===== src/rtl/coin_pulse_shaper.sv =====
// Debounces, queues and replays coin requests as fixed-width pulses
// with a guaranteed low gap. Both channels are independent.
//
// Ports:
//   clk_sys            system clock (core clock_18)
//   reset_n            asynchronous active-low reset
//   pause              freezes pulse/gap timing (queue keeps filling)
//   coin_in[1:0]       raw coin buttons, bit0 = P1, bit1 = P2
//   coin_out[1:0]      shaped coin pulses to the core
//   pending1/pending2  queue depth of channel 0 / channel 1
//   drop[1:0]          one-cycle strobe when a coin hits a full queue
module coin_pulse_shaper #(
  parameter int DEB_CYCLES   = 18000,
  parameter int PULSE_CYCLES = 1800000,
  parameter int GAP_CYCLES   = 1800000,
  parameter int QUEUE_MAX    = 3
) (
  input  logic       clk_sys,
  input  logic       reset_n,
  input  logic       pause,
  input  logic [1:0] coin_in,
  output logic [1:0] coin_out,
  output logic [1:0] pending1,
  output logic [1:0] pending2,
  output logic [1:0] drop
);

  localparam int DW =
    (DEB_CYCLES > 1) ? $clog2(DEB_CYCLES + 1) : 1;
  localparam int MAXC =
    (PULSE_CYCLES > GAP_CYCLES) ? PULSE_CYCLES : GAP_CYCLES;
  localparam int CW =
    (MAXC > 1) ? $clog2(MAXC + 1) : 1;

  localparam logic [DW-1:0] DEB_LAST = DW'(DEB_CYCLES - 1);
  localparam logic [CW-1:0] PLS_LAST = CW'(PULSE_CYCLES - 1);
  localparam logic [CW-1:0] GAP_LAST = CW'(GAP_CYCLES - 1);
  localparam logic [1:0]    QMAX     = 2'(QUEUE_MAX);

  typedef enum logic [1:0] {
    IDLE  = 2'd0,
    PULSE = 2'd1,
    GAP   = 2'd2
  } st_e;

  logic [1:0] pend [2];

  assign pending1 = pend[0];
  assign pending2 = pend[1];

  for (genvar i = 0; i < 2; i++) begin : g_ch
    logic          in_q;
    logic          filt_q, filt_d;
    logic [DW-1:0] dcnt_q, dcnt_d;
    logic          rise;
    logic          enq, deq;
    logic [1:0]    pend_q, pend_d;
    logic          drop_q, drop_d;
    st_e           state_q, state_d;
    logic [CW-1:0] cnt_q, cnt_d;
    logic          coin_q, coin_d;

    // Filter toggles on the edge where the mismatch run
    // would reach DEB_CYCLES.
    always_comb begin
      filt_d = filt_q;
      dcnt_d = '0;
      rise   = 1'b0;
      if (in_q != filt_q) begin
        if (dcnt_q == DEB_LAST) begin
          filt_d = ~filt_q;
          rise   = ~filt_q;
        end else begin
          dcnt_d = dcnt_q + DW'(1);
        end
      end
    end

    // Full check uses the depth before any same-edge dequeue.
    always_comb begin
      enq    = rise && (pend_q < QMAX);
      drop_d = rise && (pend_q >= QMAX);
      deq    = (state_q == IDLE) && (pend_q != 2'd0) && !pause;
      pend_d = pend_q;
      unique case (1'b1)
        enq && !deq: pend_d = pend_q + 2'd1;
        deq && !enq: pend_d = pend_q - 2'd1;
        default:     pend_d = pend_q;
      endcase
    end

    always_ff @(posedge clk_sys or negedge reset_n) begin
      if (!reset_n) begin
        in_q   <= 1'b0;
        filt_q <= 1'b0;
        dcnt_q <= '0;
        pend_q <= 2'd0;
        drop_q <= 1'b0;
      end else begin
        in_q   <= coin_in[i];
        filt_q <= filt_d;
        dcnt_q <= dcnt_d;
        pend_q <= pend_d;
        drop_q <= drop_d;
      end
    end

    always_ff @(posedge clk_sys or negedge reset_n) begin
      if (!reset_n) begin
        state_q <= IDLE;
        cnt_q   <= '0;
        coin_q  <= 1'b0;
      end else begin
        state_q <= state_d;
        cnt_q   <= cnt_d;
        coin_q  <= coin_d;
      end
    end

    always_comb begin
      state_d = state_q;
      cnt_d   = cnt_q;
      unique case (state_q)
        IDLE: begin
          if (deq) begin
            state_d = PULSE;
            cnt_d   = PLS_LAST;
          end
        end
        PULSE: begin
          if (!pause) begin
            if (cnt_q == '0) begin
              state_d = GAP;
              cnt_d   = GAP_LAST;
            end else begin
              cnt_d = cnt_q - CW'(1);
            end
          end
        end
        GAP: begin
          if (!pause) begin
            if (cnt_q == '0) begin
              state_d = IDLE;
            end else begin
              cnt_d = cnt_q - CW'(1);
            end
          end
        end
        default: begin
          state_d = IDLE;
          cnt_d   = '0;
        end
      endcase
    end

    always_comb begin
      coin_d = (state_d == PULSE);
    end

    assign coin_out[i] = coin_q;
    assign drop[i]     = drop_q;
    assign pend[i]     = pend_q;
  end

endmodule


===== config.mk =====
export PLATFORM = sky130hd
export DESIGN_NAME = coin_pulse_shaper
export DESIGN_NICKNAME = d
export VERILOG_FILES = /design/src/rtl/coin_pulse_shaper.sv
export SDC_FILE = /design/constraint.sdc
export NUM_CORES = 1
export LEC_CHECK = 0
export ABC_CLOCK_PERIOD_IN_PS = 4170
export CAP_MARGIN = 20
export CORE_MARGIN = 4
export CORE_UTILIZATION = 50
export CTS_BUF_LIST = sky130_fd_sc_hd__clkbuf_16
export DETAILED_ROUTE_END_ITERATION = 7
export HOLD_SLACK_MARGIN = 0.06
export PLACE_DENSITY = 0.78
export SYNTH_ARGS = -nofsm -noshare
export SYNTH_HDL_FRONTEND = slang
export SYNTH_SLANG_ARGS = --single-unit

===== constraint.sdc =====
create_clock -name clk_sys -period 4.17 [get_ports clk_sys]
set_clock_uncertainty 0.15 [all_clocks]
set_input_delay 0.834 -clock clk_sys [delete_from_list [all_inputs] [get_ports clk_sys]]
set_output_delay 0.834 -clock clk_sys [all_outputs]
set_load 0.02 [all_outputs]

Word level (Yosys, flattened, before mapping)
Index checks and enable logic that the tools add are counted.
{"block": "op_classes", "n_div": 0, "bitwise_logic": 2, "order_cmp": 4, "n_mul": 0, "addsub": 8, "eq_ne": 18, "shifts": 0, "reduce_logical": 29, "mux": 34}
{"cell": "two-way mux 21 bit", "count": 10}
{"cell": "one-hot mux 21 bit (3 select lines)", "count": 2}
{"cell": "two-way mux 15 bit", "count": 4}
{"cell": "zero test 21 bit", "count": 2}
{"cell": "subtractor 21 x 1 -> 21 bit, second input constant", "count": 2}
{"cell": "adder 15 x 1 -> 15 bit, second input constant", "count": 2}
{"cell": "equality test 15 bit, second input constant", "count": 2}
{"cell": "two-way mux 2 bit", "count": 10}
{"cell": "inequality test 2 bit, second input constant", "count": 8}
{"cell": "logical AND 1 bit", "count": 12}
{"cell": "one-hot mux 2 bit (3 select lines)", "count": 2}
{"cell": "equality test 2 x 1 -> 1 bit, second input constant", "count": 4}
{"cell": "one-hot mux 2 bit (2 select lines)", "count": 2}
{"cell": "AND reduction 4 bit", "count": 2}
{"cell": "nonzero test 2 bit", "count": 4}
{"cell": "zero test 1 bit", "count": 5}
{"cell": "adder 2 x 1 -> 2 bit, second input constant", "count": 2}
{"cell": "equality test 2 bit, second input constant", "count": 2}
{"cell": "greater-or-equal comparator 2 bit, second input constant", "count": 2}
{"cell": "zero test 2 bit", "count": 2}
{"cell": "< comparator 2 bit, second input constant", "count": 2}
{"cell": "two-way mux 1 bit", "count": 4}
{"cell": "AND reduction 2 bit", "count": 2}
{"cell": "subtractor 2 x 1 -> 2 bit, second input constant", "count": 2}
{"cell": "2 further kinds", "count": 4}
{"block": "totals", "regBits": 88, "latch_bits": 0, "word_cells": 111, "mem_bits_rw": 0, "mem_count": 0, "in_bits": 5, "rom_bits": 0, "output_inout_bits": 8}

Depth between registers and ports, before layout
Gate-level depths: netlist of the first run.
{"block": "logic_depth", "ltp_word": 7, "ltp_mapped": 10, "depth_no_buf": 10}

Worst setup path before layout of the first run
OpenSTA, ideal clock, no wires.
{"block": "synth_timing", "path_type": "register to register", "startpoint": "register g_ch[1].cnt_q[0]", "endpoint": "register g_ch[1].cnt_q[17]", "stages_incl_launch_ff": 11, "slack_ns": 1.339, "synth_period_minus_slack_ns": 2.831, "setup_ns": 0.141, "arrival_ns": 2.541, "t_required_ns": 3.879, "path_cell_list": "dfrtp_1 > inv_1 > ha_1 > or4b_4 > buf_6 > or4_4 > buf_6 > o311a_4 > buf_6 > o21ai_1 > nand3_1"}
{"block": "synth_via", "elab_chain_cells": 4, "elab_cells_between_ends": 9, "cone_classes": "add/sub (1); eq/ne (1); mux (5); reduce/logical (2)"}
{"element": "start: declaration", "line": "60", "text": "logic [CW-1:0] cnt_q, cnt_d;"}
{"element": "start signal: assignment", "line": "115", "text": "cnt_q <= cnt_d;"}
{"element": "subtractor 21 x 1 -> 21 bit or zero test 21 bit (tied branches)"}
{"element": "two-way mux 21 bit (on tied branches)", "line": "142, 132"}
{"element": "two-way mux 21 bit (on tied branches)", "line": "141, 131"}
{"element": "one-hot mux 21 bit (3 select lines)", "line": "123", "text": "unique case (state_q)"}
Several ways; a longest one is shown, not always the timed one. The select of a mux whose other input is x is not followed.
A chain may end at the register's enable or synchronous reset.

Worst setup path after layout of the first run
{"block": "layout_timing", "startpoint": "register g_ch[1].cnt_q[0]", "endpoint": "register g_ch[1].cnt_q[7]"}
The elaborated chain is that of the path after synthesis.

==> impl_metrics.tcl, run 1 <==
set metrics [dict create \
    grt_antenna_before_repair 0 \
    htreeDepth 3 \
    clock-sinks 88 \
    fin_nets 547 \
    yosysSeqAreaShare 0.449 \
    path_delay_family "simple AND/OR/NAND/NOR gates" \
    numCtsBuffers 9 \
    crit_slowest_cell "o21ai_1" \
    avgViaCountPerCell 6.13 \
    crit_arrival_ps 3320 \
    synth_ff_type "dfrtp_1" \
    gr-max-usage-layer "met2" \
    die-width_um 107 \
    io_pins 13 \
    core_area_um2 9420 \
    synth_top_area_frac 0.449 \
    worst_skew_pair.late_latency_ps 340 \
    synthMuxAreaShare 0.0127 \
    pre_cts_slack_ps 977 \
    drv_cap 0 \
    grt_max_degree 36 \
    met3_usage 0.0403 \
    wl_per_cell_um 15.8 \
    postSynth.asyncResetShare 1.00 \
    wirelength_um 10600 \
    finalHoldViolCount 0 \
    track_usage 0.201 \
    grt_util_met1 0.270 \
    yosysMostFrequentCell "dfrtp_1" \
    worst_slew_pin_slew_ps 861 \
    synthTopCellsByArea "dfrtp_1, nor2_1, xnor2_1" \
    ys_ff_latch 88 \
    tritoncts "yes" \
    antennaDiodeCount 0 \
    grt_pass1_wl_um 18900 \
    synth-simple-area-share 0.251 \
    yosys_warnings 0 \
    hold_path.class "input pin to asynchronous set/reset pin" \
    post-cts-setup-buffer-count 0 \
    period_share 0.770 \
    layout_min_cycle_time_ps 3210 \
    synth_edf_count 0 \
    syn_inst 536 \
    cts_buffer_depth 2 \
    holdBufCountCts 0 \
    grt_pass1_vias 3982 \
    setup_violations 0 \
    synth_top_family_by_area "simple AND/OR/NAND/NOR gates" \
    synth-compound-area-share 0.165 \
    syn_to_final_growth_pct 9.41 \
    fin_ws_ps 959 \
    portBuffers 12 \
    synth-xor-area-share 0.0678 \
    grtUsageMet2 0.325 \
    drc 0 \
    clkTransAtPathRegs_ps 70 \
    synthesis.area_um2 4910 \
    cpPeakStageDelay_ps 720 \
    die_area_um2 11500 \
    finalSetupTns_ps 0 \
    grt_setup_unrepaired "false" \
    ctsResizeCount 0 \
    cellLeakagePower_nw 2.24 \
    dr_total_vias 4106 \
    grt-ovfl-total 0 \
    crit_chain "inv_1 > ha_1 > or4b_4 > or4_4 > o21ai_1 > o21ai_0 > a21oi_1" \
    start_util 0.521 \
    p_per_area_nw_per_um2 436 \
    critPathCaptureType "flip-flop" \
    path_class "flip-flop to flip-flop" \
    cts-root-buf "clkbuf_16" \
    ys_top_cells_by_count "dfrtp_1, nor2_1, nand2_1, nand3_1, o21ai_0" \
    synth_adder_area_share 0.0153 \
    drtPass1Iterations 8 \
    dieHeight_um 107 \
    path_buf_inv 1 \
    dp_hpwl_um 7320 \
    rows 35 \
    status "complete, no violations" \
    synth_fp_nets 547 \
    required_ps 4280 \
    drt_iter0_drc 463 \
    startpoint_type "flip-flop" \
    ant_nets 0 \
    slew_headroom 0.422 \
    yosys.area.top_type "dfrtp_1" \
    drive_gt1_frac 0.0684 \
    slew_violations 0 \
    yosysUniqueCellTypes 56 \
    crit_path_max_fanout 13 \
    syn_area_per_cell_um2 9.16 \
    fmax_ghz 0.311 \
    ir_worst_vdd_mv 0.254 \
    gp_congestion 0.887 \
]
[kinds of logic after synthesis]
kind of cell | count (synthesis)
mux | 6
fa+ha+maj | 6
flops | 88
xor+xnor | 38
buf+inv | 38
compound gates | 115
simple gates | 245
[registers in the layout, summed over array words and instances (netlist names)]
name and count:
g_ch.in_q 2, g_ch.dcnt_q 30, pending1 2, pending2 2, g_ch.state_q 4, g_ch.cnt_q 42
g_ch.drop_q 2, g_ch.filt_q 2, g_ch.coin_q 2
[stage by stage]
step           hold WS [ps]  cells  power (mW)   util  instance area, µm²
3_3_place_gp            320    654        1.50  0.538                5070
3_5_place_dp            330    654        1.53  0.538                5070
5_1_grt                 288    670        2.46  0.570                5370
4_1_cts                 276    670        2.35  0.570                5370
2_1_floorplan           298    536        1.40      -                4910
6_report                263    670        2.34  0.570                5370
[worst reg2reg max path, delay by kind of cell, from the launching register on]
family / cells / cell delay, ps
compound gates: 3 / 1110
fa+ha+maj: 1 / 220
buf+inv: 1 / 80
flops: 1 / 400
simple gates: 2 / 1190
[power breakdown]
part	switching, mW	total, mW	internal (mW)	leakage [nW]
combinational	0.246	0.426	0.180	0.927
clock	0.354	0.823	0.470	0.140
sequential	0.139	1.09	0.953	1.17
[path summary, 6_finish.rpt]
path	cells past startpoint	slack [ps]	to	start
worst max-delay path	7	960	g_ch[1].cnt_q[7]	g_ch[1].cnt_q[0]
worst min-delay path	1	260	g_ch[0].dcnt_q[7]	reset_n
worst max register to register	7	960	g_ch[1].cnt_q[7]	g_ch[1].cnt_q[0]
worst min register to register	1	330	g_ch[0].dcnt_q[0]	g_ch[0].dcnt_q[0]
max in group asynchronous	2	2800	g_ch[0].cnt_q[13]	reset_n
min in group clk_sys	1	330	g_ch[0].dcnt_q[0]	g_ch[0].dcnt_q[0]
[cells in the final DEF (no fill, tap or decap), types with 3 or more instances in the layout]
master            n
xor2_1           16
clkinvlp_4        3
a21oi_1          16
o21a_1            3
mux2i_1           4
a31oi_1           5
o311ai_0          6
nor4_1           13
xnor2_1          22
nand2b_1          6
nor4b_1           4
buf_4             5
o31ai_1           6
nand2_1          42
inv_1            11
nand4_1           7
or2_2             6
or4_1            14
o211ai_1          5
nor2_1           74
nor3b_1           3
a211oi_1          9
o21ai_1           8
o21ai_0          26
and3_1            7
a311oi_1          4
nand3_1          27
dfrtp_1          88
o211a_1           6
clkdlybuf4s50_1  11
ha_1              6
nor3_1           22
clkbuf_16         9
or3_1            12
o41ai_1           3
[final cells by class]
type                       count  area [µm²]
fill                         814        4050
multi-input combinational    410        2510
sequential                    88        2200
clock buffer                   9         225
tap                          129         161
timing repair buffer          16         148
clock inverter                 7        77.6
inverter                      11        41.3
[routing by layer]
| layer | routed length, µm | vias to the layer above |
|---|---|---|
| li1 | - | 1962 |
| met1 | 4690 | 1965 |
| met2 | 5080 | 156 |
| met3 | 649 | 23 |
| met4 | 159 | 0 |
| met5 | 0 | - |
No activity file was read; power rests on OpenSTA's default activity.
==> inputs of run 2 (changes only) <==
Settings changed: ABC_CLOCK_PERIOD_IN_PS 4170 to 2800, PLACE_DENSITY 0.78 to 0.8.
Clock period 4.17 ns to 2.8 ns, I/O delays scaled along.
==> run 2 against run 1 <==
First-iteration DRC count rose by 25%. Register-to-register slack worse by 860 ps. Worst hold slack better by 77 ps. Clock power up 39%. Final cell count grew 5.5%. Combinational power increased by 88%. Sequential power increased by 45%. Largest power group unchanged. Routed wire length up 9.1%. Sequential share of layout area is 2.2 points lower. Global-route usage increased by 0.95 points. Sequential cell count is the same. Via count grew 4.9%.
==> impl_metrics.tcl, run 2 (same netlist as run 1, synthesis figures left out) <==
set metrics [dict create \
    slew_violations 0 \
    wirelength_um 11500 \
    clkTransAtPathRegs_ps 70 \
    slew_headroom 0.640 \
    htreeDepth 3 \
    routed.top_layer "met4" \
    antennaDiodeCount 0 \
    tritoncts "yes" \
    drt_iter0_drc 580 \
    wl_per_cell_um 16.3 \
    p_clk_frac 0.322 \
    crit_path_start "g_ch[0].cnt_q[0]" \
    final_cells 707 \
    die_area_um2 11500 \
    dieHeight_um 107 \
    drc 0 \
    crit_path_max_fanout 6 \
    power_switching_share 0.322 \
    wl_met2_um 5550 \
    dr_wl_met3_um 648 \
    timing.rr.end "g_ch[0].cnt_q[18]" \
    required_ps 2920 \
    comb_power_share 0.228 \
    status "complete, no violations" \
    io_pins 13 \
    track_usage 0.210 \
    setup_violations 0 \
    whs_ps 340 \
    final_cell_mix "dfrtp_1, nor2_1, nand2_1" \
    r2r_cells 8 \
    power.total_mw 3.52 \
    hold_end "g_ch[0].cnt_q[20]" \
    cts_buffer_depth 2 \
    layout_min_cycle_time_ps 2700 \
    startpoint_type "flip-flop" \
    clock-sinks 88 \
    fmax_ghz 0.371 \
    cts-root-buf "clkbuf_16" \
    worst_skew_pair.late_latency_ps 350 \
    intPower_mw 2.39 \
    portBuffers 12 \
    hold_path.class "flip-flop to flip-flop" \
    grt_pass1_vias 4086 \
    min_from "g_ch[0].cnt_q[20]" \
    grt_setup_unrepaired "true" \
    whs_path_depth 1 \
    power_switching_mw 1.13 \
    dp_hpwl_um 7920 \
    cellLeakagePower_nw 2.41 \
    met1_length_um 5170 \
    ir_worst_vdd_mv 0.273 \
    top_register "g_ch.cnt_q" \
    post-cts-setup-buffer-count 0 \
    drive_gt1_frac 0.137 \
    p_per_area_nw_per_um2 621 \
    grt_pass1_wl_um 19400 \
    drtPass1Iterations 5 \
    numCtsBuffers 9 \
    path_class "flip-flop to flip-flop" \
    fin_nets 584 \
    start_util 0.521 \
    grt_max_degree 47 \
    gp_congestion 0.961 \
    period_share 0.964 \
    grt-ovfl-total 0 \
    rows 35 \
    place_area_um2 5350 \
    crit_arrival_ps 2820 \
    die-width_um 107 \
    reg_top3 "g_ch.cnt_q x42, g_ch.dcnt_q x30, g_ch.state_q x4" \
    grt_antenna_before_repair 0 \
    drv_cap 0 \
    avgViaCountPerCell 6.09 \
    fin_ws_ps 101 \
    core_area_um2 9420 \
    pwr-share-seq 0.450 \
    worst_slew_pin_slew_ps 537 \
    largest_reg_flops 42 \
    dr_total_vias 4308 \
    ant_nets 0 \
    dp.cells 689 \
    final_area_um2 5680 \
    finalHoldViolCount 0 \
    r2r_slack_ps 100 \
    rr_startpoint "g_ch[0].cnt_q[0]" \
    critPathCaptureType "flip-flop" \
    pre_cts_slack_ps 7.10 \
    syn_to_final_growth_pct 15.6 \
    final_common_cell "dfrtp_1" \
]
-- run 2: changes by cell type in the layout (fill, tap and decap cells not counted), moves of 2 or more --
cell	change
buf_4	+34
o21ai_0	-2
or4_1	-2
or4_4	+2
-- run 2: critical path, stage by stage (launching register included) --
cell      delay, ps
dfrtp_1         420
inv_1            70
ha_1            180
or3b_2          460
or4_4           480
buf_4           180
nand2b_1        190
or3_1           360
a21oi_2         140
-- run 2: per-stage QoR --
stage / TNS, ps / util
after global placement: 0 / 0.568
after floorplan: 0 / -
after detailed placement: 0 / 0.568
after CTS: 0 / 0.599
final: 0 / 0.603
after global routing: -2.00 / 0.603
-- run 2: final cells by class --
| class | instances | area, µm² |
|---|---|---|
| inverter | 11 | 41.3 |
| clock inverter | 7 | 57.6 |
| fill | 755 | 3740 |
| tap | 129 | 161 |
| sequential | 88 | 2200 |
| timing repair buffer | 52 | 433 |
| multi-input combinational | 411 | 2550 |
| clock buffer | 9 | 225 |
-- run 2: timing repair --
| item | CTS | global route |
|---|---|---|
| hold buffers | 1 | 0 |
| setup endpoints to repair | 0 | 23 |
| gates resized for setup | 0 | 9 |
| hold endpoints to repair | 16 | 0 |
-- run 2: how the worst max path moves through the flow --
| stage | endpoint | cells past startpoint |
|---|---|---|
| floorplan | g_ch[0].cnt_q[5] | 10 |
| global placement | g_ch[0].cnt_q[5] | 7 |
| detailed placement | g_ch[0].cnt_q[18] | 8 |
| CTS | g_ch[0].cnt_q[18] | 8 |
| global route | g_ch[0].cnt_q[18] | 8 |
| finish | g_ch[0].cnt_q[18] | 8 |
-- run 2: metal layers --
metal,up-vias,global-route usage
li1,2047,-
met1,2108,0.284
met4,0,0.0667
met5,-,0
met3,18,0.0464
met2,135,0.336
-- run 2: power groups by stage --
stage / Clock [mW] / Sequential, mW / Combinational [mW]
CTS: 1.16 / 1.58 / 0.786
floorplan: 0 / 1.60 / 0.485
global placement: 0 / 1.59 / 0.751
detailed placement: 0 / 1.60 / 0.779
finish: 1.14 / 1.58 / 0.803
global route: 1.22 / 1.61 / 0.884
==> inputs of run 3 (changes only) <==
Settings changed: ABC_CLOCK_PERIOD_IN_PS 2800 to 2300, SLEW_MARGIN from default to 15.
Clock period 2.8 ns to 2.3 ns, I/O delays scaled along.
==> run 3 against run 2 <==
Sequential cell count did not move. The run now ends with setup timing left. Utilization grew 12 points. Non-clock buffer count rose by 69. Highest routed layer unchanged.
==> impl_metrics.tcl, run 3 (same netlist as run 1, synthesis figures left out) <==
set metrics [dict create \
    path_buf_inv 1 \
    p_clk_frac 0.298 \
    crit_arrival_ps 2630 \
    status "complete, but fails checks" \
    power.total_mw 4.90 \
    syn_to_final_growth_pct 38.8 \
    final_util 0.723 \
    required_ps 2380 \
    core_area_um2 9420 \
    place_area_um2 5780 \
    crit_slowest_cell "or4_4" \
    cts-root-buf "clkbuf_16" \
    power_switching_share 0.350 \
    worst_slew_pin_slew_ps 649 \
    cts_buffer_depth 2 \
    drtPass1Iterations 6 \
    grt_setup_unrepaired "true" \
    grt-ovfl-total 0 \
    comb_power_share 0.315 \
    cellLeakagePower_nw 2.88 \
    finalSetupTns_ps -7410 \
    fmax_ghz 0.391 \
    gp_congestion 0.948 \
    path_class "flip-flop to flip-flop" \
    numCtsBuffers 9 \
    drv_cap 0 \
    drt_iter0_drc 494 \
    cpPeakStageDelay_ps 540 \
    crit_path_max_fanout 8 \
    pwr-share-seq 0.387 \
    reg_top3 "g_ch.cnt_q x42, g_ch.dcnt_q x30, g_ch.state_q x4" \
    dp_hpwl_um 8840 \
    final_area_um2 6810 \
    intPower_mw 3.19 \
    clkTransAtPathRegs_ps 70 \
    wl_per_cell_um 20.2 \
    critPathCaptureType "flip-flop" \
    dr_total_vias 4924 \
    final_cell_mix "buf_4, dfrtp_1, nor2_1" \
    io_pins 13 \
    portBuffers 12 \
    worst_skew_pair.late_latency_ps 340 \
    grt_max_degree 65 \
    slew_violations 0 \
    hold_path.class "flip-flop to flip-flop" \
    ir_worst_vdd_mv 0.456 \
    fin_ws_ps -255 \
    drive_gt1_frac 0.349 \
    clock-sinks 88 \
    ant_nets 0 \
    period_share 1.11 \
    whs_ps 361 \
    drc 0 \
    die-width_um 107 \
    dp.cells 739 \
    layout_min_cycle_time_ps 2560 \
    slew_headroom 0.564 \
    antennaDiodeCount 0 \
    final_common_cell "buf_4" \
    power_switching_mw 1.72 \
    wirelength_um 15700 \
    grt_pass1_vias 4918 \
    htreeDepth 3 \
    top_register "g_ch.cnt_q" \
    pre_cts_slack_ps -283 \
    tritoncts "yes" \
    grt_antenna_before_repair 0 \
    grt_pass1_wl_um 23800 \
    path_delay_family "simple AND/OR/NAND/NOR gates" \
    rows 35 \
    p_per_area_nw_per_um2 720 \
    startpoint_type "flip-flop" \
    avgViaCountPerCell 6.34 \
    track_usage 0.256 \
    violations "setup timing" \
    finalHoldViolCount 0 \
    largest_reg_flops 42 \
    crit_chain "inv_2 > ha_4 > or4b_4 > or4_4 > o311a_4 > o211ai_1 > nand3_1" \
    fin_nets 654 \
    start_util 0.521 \
    dieHeight_um 107 \
    setup_violations 47 \
    die_area_um2 11500 \
    final_cells 777 \
]
## run 3: final timing paths
| check | startpoint | cells after the start | end | slack, ps |
|---|---|---|---|---|
| worst max-delay path | g_ch[1].cnt_q[0] | 7 | g_ch[1].cnt_q[9] | -260 |
| worst min-delay path | g_ch[0].cnt_q[20] | 1 | g_ch[0].cnt_q[20] | 360 |
| worst max register to register | g_ch[1].cnt_q[0] | 7 | g_ch[1].cnt_q[9] | -260 |
| worst min register to register | g_ch[0].cnt_q[20] | 1 | g_ch[0].cnt_q[20] | 360 |
| max in group asynchronous | reset_n | 3 | g_ch[1].in_q | 920 |
| min in group asynchronous | reset_n | 2 | g_ch[0].cnt_q[18] | 420 |
## run 3: cell type report
cell class                      count  area (µm²)
Multi-Input combinational cell    412        3120
Fill cell                         552        2600
Sequential cell                    88        2200
Timing Repair Buffer              121         996
Clock buffer                        9         225
Tap cell                          129         161
Clock inverter                      7        61.3
Inverter                           11        41.3
## run 3: layer usage
| layer | wire length, µm | global-route usage | vias to the layer above |
|---|---|---|---|
| li1 | - | - | 2173 |
| met1 | 6030 | 0.318 | 2418 |
| met2 | 8130 | 0.447 | 271 |
| met3 | 980 | 0.0452 | 62 |
| met4 | 538 | 0.0868 | 0 |
| met5 | 0 | 0 | - |
## run 3: power groups by stage
stage	clock network, mW	logic (mW)	registers (mW)
after floorplan	0	0.597	1.94
after global placement	0	1.14	1.89
after detailed placement	0	1.19	1.90
after CTS	1.46	1.36	1.88
after global routing	1.52	1.65	1.92
final	1.46	1.54	1.90
## run 3: timing repair
item / in CTS / in global routing
endpoints found under the setup margin: 50 / 66
cloned: 2 / 0
endpoints found under the hold margin: 24 / 0
pin swaps: 22 / 36
resized for setup: 60 / 55
buffers inserted: 9 / 10
hold buffers: 1 / 0
